==> config.mk <==
export PLATFORM = sky130hd
export DESIGN_NAME = tick_arbiter
export DESIGN_NICKNAME = d
export VERILOG_FILES = /design/src/rtl/tick_arbiter.sv
export SDC_FILE = /design/constraint.sdc
export NUM_CORES = 1
export LEC_CHECK = 0
export CORE_MARGIN = 4
export CORE_UTILIZATION = 58
export DETAILED_ROUTE_END_ITERATION = 6
export PLACE_DENSITY = 0.86
export SLEW_MARGIN = 10
export SYNTH_ARGS = -nofsm -noshare
export SYNTH_HDL_FRONTEND = slang
export SYNTH_SLANG_ARGS = --single-unit
==> constraint.sdc <==
create_clock -name clk -period 5.28 [get_ports clk]
set_input_delay 0.528 -clock clk [delete_from_list [all_inputs] [get_ports clk]]
set_output_delay 0.528 -clock clk [all_outputs]
set_load 0.01 [all_outputs]
==> src/rtl/tick_arbiter.sv <==
// Round-robin tick arbiter: latches per-requester tick events, serves one
// pending requester per cycle, and keeps a wrapping event count per requester
// with sticky overflow and lost-event flags. A free-running divider rotates
// which count is routed to a display port.
module tick_arbiter #(
  parameter int N_REQ    = 4,
  parameter int WIDTH    = 4,
  parameter int DISP_DIV = 50_000_000,
  localparam int SEL_W   = (N_REQ > 1) ? $clog2(N_REQ) : 1,
  localparam int DIV_W   = (DISP_DIV > 1) ? $clog2(DISP_DIV) : 1
) (
  input  logic                   clk,
  input  logic                   reset_n,
  input  logic [N_REQ-1:0]       tick,
  input  logic                   clear,
  output logic [N_REQ-1:0]       grant,
  output logic [SEL_W-1:0]       sel,
  output logic [N_REQ*WIDTH-1:0] count,
  output logic [N_REQ-1:0]       overflow,
  output logic [N_REQ-1:0]       lost,
  output logic [SEL_W-1:0]       disp_sel,
  output logic [WIDTH-1:0]       disp_q
);

  logic [N_REQ-1:0] pending;
  logic [SEL_W-1:0] last_granted;
  logic [N_REQ-1:0] win;
  logic [SEL_W-1:0] win_idx;
  logic             found;
  int               idx;
  logic [WIDTH-1:0] cnt [N_REQ];
  logic [DIV_W-1:0] div_cnt;

  // Pick the first pending requester after the last one served.
  always_comb begin
    win     = '0;
    win_idx = last_granted;
    found   = 1'b0;
    idx     = 0;
    for (int k = 1; k <= N_REQ; k++) begin
      idx = (int'(last_granted) + k) % N_REQ;
      if (!found && pending[SEL_W'(idx)]) begin
        found                = 1'b1;
        win[SEL_W'(idx)]     = 1'b1;
        win_idx              = SEL_W'(idx);
      end
    end
  end

  // Pending events and lost flags; a tick arriving as its requester is served
  // counts as a fresh event rather than a lost one.
  always_ff @(posedge clk or negedge reset_n) begin
    if (!reset_n) begin
      pending <= '0;
      lost    <= '0;
    end else if (clear) begin
      pending <= '0;
      lost    <= '0;
    end else begin
      for (int i = 0; i < N_REQ; i++) begin
        if (tick[i]) begin
          pending[i] <= 1'b1;
          if (pending[i] && !win[i]) lost[i] <= 1'b1;
        end else if (win[i]) begin
          pending[i] <= 1'b0;
        end
      end
    end
  end

  // Registered grant strobe, selected index and round-robin pointer.
  always_ff @(posedge clk or negedge reset_n) begin
    if (!reset_n) begin
      grant        <= '0;
      sel          <= '0;
      last_granted <= SEL_W'(N_REQ - 1);
    end else if (clear) begin
      grant        <= '0;
      last_granted <= SEL_W'(N_REQ - 1);
    end else begin
      grant <= win;
      if (found) begin
        sel          <= win_idx;
        last_granted <= win_idx;
      end
    end
  end

  // Service the granted requester one cycle after its grant.
  always_ff @(posedge clk or negedge reset_n) begin
    if (!reset_n) begin
      for (int i = 0; i < N_REQ; i++) cnt[i] <= '0;
      overflow <= '0;
    end else if (clear) begin
      for (int i = 0; i < N_REQ; i++) cnt[i] <= '0;
      overflow <= '0;
    end else begin
      for (int i = 0; i < N_REQ; i++) begin
        if (grant[i]) begin
          cnt[i] <= cnt[i] + WIDTH'(1);
          if (&cnt[i]) overflow[i] <= 1'b1;
        end
      end
    end
  end

  // Display rotation runs independently of clear.
  always_ff @(posedge clk or negedge reset_n) begin
    if (!reset_n) begin
      div_cnt  <= '0;
      disp_sel <= '0;
    end else if (div_cnt == DIV_W'(DISP_DIV - 1)) begin
      div_cnt  <= '0;
      disp_sel <= (disp_sel == SEL_W'(N_REQ - 1)) ? '0 : disp_sel + SEL_W'(1);
    end else begin
      div_cnt <= div_cnt + DIV_W'(1);
    end
  end

  // Flatten the count array and route the displayed count.
  always_comb begin
    count = '0;
    for (int i = 0; i < N_REQ; i++) count[i*WIDTH +: WIDTH] = cnt[i];
    disp_q = cnt[disp_sel];
  end

endmodule

==> out/results.tsv <==
metric	value	unit
register area share after synthesis	46.3	%
worst skew pair latency	0.34	ns
WL per Instance	17.6	um
initial antenna violation count	0	
Slew Limit Fails	0	
final hold violation count	0	
Reg area	1600	sq um
Top FF cell, synth	dfrtp_1	
WHS	0.344	ns
DIE HEIGHT	85.3	um
r2r setup slk	2.51	ns
CTS tree	yes	
post-synth cell types	49	
async set-reset flop share out of synthesis	100	%
maxcap violations	0	
Cells after Synth	334	
DRC viols	0	
grt total ovfl	0	
worst flop-to-flop path endpoint	lost[3]$_DFFE_PN0P_	
Rows	27	
crit-path max FO	19	
Min-Delay Path Class	in -> async	
status	complete, no violations	
reg2reg start	last_granted[0]$_DFFE_PN1P_	
cell area after synthesis	3460	sq um
Hold-fix buffers, CTS	0	
Clock Tree Root	clkbuf_8	
worst-margin pin slew	0.903	ns
Max Clock Freq	361	MHz
Post-CTS Resized	0	
crit path launch type	flip-flop	
DR pass1 iterations	4	
Vias/cell	6.04	
CP Class	reg -> reg	
routed wire length	7.93	mm
Initial Util	61.4	%
Max Root-Sink Buffers	2	
I/O pins	43	
clk slew on worst S/H paths	0.08	ns
post-layout min period	2.77	ns
largest net degree at the start of global routing	65	
crit path capture type	flip-flop	
cts bufs inserted	9	
unrepaired setup endpoints after global routing	no	
# setup viols final	0	
Slew headroom	38.3	%
multi-input logic area	1760	sq um
synth warn	0	
Diodes inserted	0	
initial DRC count	172	
Leakage	0.00180	uW
syn_area_per_cell	10.4	sq um
area delta synth->final	19.6	%
ANT nets after route	0	
EDFF count, synth	0	
Die ar.	7270	sq um
skew final	0.00910	ns
Synth Register Bits	64	
chip width	85.3	um
setup bufs post-CTS	0	
setup tns final	0	ns
layout cells sized above 1	10.0	%
CP arrival	2.98	ns
FILL cells	367	
Mapped Nets	355	
vias in the first global route	2799	
Worst Path Required	5.49	ns
vias	2726	
Max VDD drop	315	uV
# H-tree levels	3	
Final period util	52.4	%
r2r worst-path depth	7	
GRT Util Overall	23.7	%
placed instance count	435	
GP Congestion	0.912	
Layout Nets	395	
I/O Buffers	42	
post-detail-place hpwl	5.30	mm
clock sink total	64	
Post-Layout Cell Count	451	
Pwr Density	372	nW/um^2
core box area	5640	sq um
first-pass GRT wire length	13.7	mm
## area by class of cell
type	count	area share, %
clock inverters	5	1.93
flip-flops and latches	64	38.7
inverters	10	0.906
multi-input cells	245	42.5
well taps	72	2.17
clock buffers	11	3.41
repair buffers	44	10.4
## cell families (layout without fill, tap and decap cells)
| logic type | count (synthesis) | in the layout | synth area share, % |
|---|---|---|---|
| compound gates | 45 | 45 | 9.21 |
| buf+inv | 25 | 70 | 2.89 |
| flops | 64 | 64 | 46.3 |
| mux | 19 | 19 | 8.16 |
| fa+ha+maj | 14 | 14 | 5.06 |
| xor+xnor | 34 | 34 | 8.60 |
| simple gates | 133 | 133 | 19.8 |
## synth_stat cells, types with 3 or more instances
| master | number | area, sq um |
|---|---|---|
| a21oi_1 | 10 | 50.1 |
| a41oi_1 | 4 | 35.0 |
| and3_1 | 5 | 31.3 |
| and4_1 | 3 | 26.3 |
| clkbuf_1 | 12 | 45.0 |
| dfrtp_1 | 62 | 1550 |
| ha_1 | 14 | 175 |
| inv_1 | 10 | 37.5 |
| mux2_2 | 4 | 45.0 |
| mux2i_1 | 8 | 80.1 |
| mux4_2 | 7 | 158 |
| nand2_1 | 24 | 90.1 |
| nand3_1 | 10 | 50.1 |
| nand3b_1 | 4 | 30.0 |
| nand4_1 | 12 | 75.1 |
| nor2_1 | 46 | 173 |
| nor2b_1 | 5 | 31.3 |
| nor3_1 | 6 | 30.0 |
| nor4_1 | 6 | 37.5 |
| o21ai_0 | 6 | 30.0 |
| o31ai_1 | 3 | 22.5 |
| or2_2 | 3 | 18.8 |
| xnor2_1 | 20 | 175 |
| xor2_1 | 14 | 123 |
## cells in the final DEF (no fill, tap or decap), types with 3 or more instances in the layout
cell / n
mux2i_1: 8
nor2_1: 46
nor4_1: 6
xor2_1: 14
clkbuf_8: 10
and3_1: 5
nor3_1: 6
ha_1: 14
mux4_2: 7
o21ai_0: 6
o31ai_1: 3
nand2_1: 24
dfrtp_1: 62
mux2_2: 4
nand3_1: 10
nand3b_1: 4
nor2b_1: 5
a41oi_1: 4
nand4_1: 12
clkdlybuf4s50_1: 41
inv_1: 10
and4_1: 3
xnor2_1: 20
a21oi_1: 10
or2_2: 3
## metal layers
layer  part of all wire, %  wire (um)  GRT usage, %  vias up
li1                      -          -             -     1276
met1                    43       3380          30.9     1342
met2                    50       3980          38.4       89
met3                   4.6        361          3.50       19
met4                   2.5        199          11.9        0
met5                     0          0             0        -
## power by group
part	internal, uW	switching, uW	total, uW
sequential	539	89.5	628
combinational	221	220	441
clock	278	195	473
total	1040	505	1540
## flip-flops by register name (all words and copies together) (netlist names)
name,flops
count,16
disp_sel,2
div_cnt,26
grant,4
last_granted,2
lost,4
overflow,4
pending,4
sel,2
## per-stage QoR
stage / cell area (sq um) / util (%) / setup WS (ns) / total power [uW]
2_1_floorplan: 3460 / - / 2.61 / 904
5_1_grt: 4140 / 73.5 / 2.36 / 1630
3_3_place_gp: 3920 / 69.5 / 2.69 / 1040
6_report: 4140 / 73.5 / 2.51 / 1540
4_1_cts: 4140 / 73.5 / 2.55 / 1550
3_5_place_dp: 3920 / 69.5 / 2.55 / 1070
## worst max-delay path: stages (launching register included)
cell and delay (ns):
dfstp_2 0.78, inv_1 0.17, ha_1 0.49, mux4_2 0.46
nor3b_1 0.37, a211oi_1 0.10, o211ai_1 0.16, o31ai_1 0.11
## how the worst max path moves through the flow
stage	startpoint	endpoint	slack (ns)	depth (start not counted)
2_1_floorplan	last_granted[0]$_DFFE_PN1P_	sel[0]$_DFFE_PN0P_	2.61	10
3_3_place_gp	last_granted[0]$_DFFE_PN1P_	lost[3]$_DFFE_PN0P_	2.69	7
3_5_place_dp	last_granted[0]$_DFFE_PN1P_	lost[3]$_DFFE_PN0P_	2.55	7
4_1_cts	last_granted[0]$_DFFE_PN1P_	lost[3]$_DFFE_PN0P_	2.55	7
5_1_grt	last_granted[0]$_DFFE_PN1P_	lost[3]$_DFFE_PN0P_	2.36	7
6_report	last_granted[0]$_DFFE_PN1P_	lost[3]$_DFFE_PN0P_	2.51	7
Note: power is estimated with default switching activity, not from simulation.
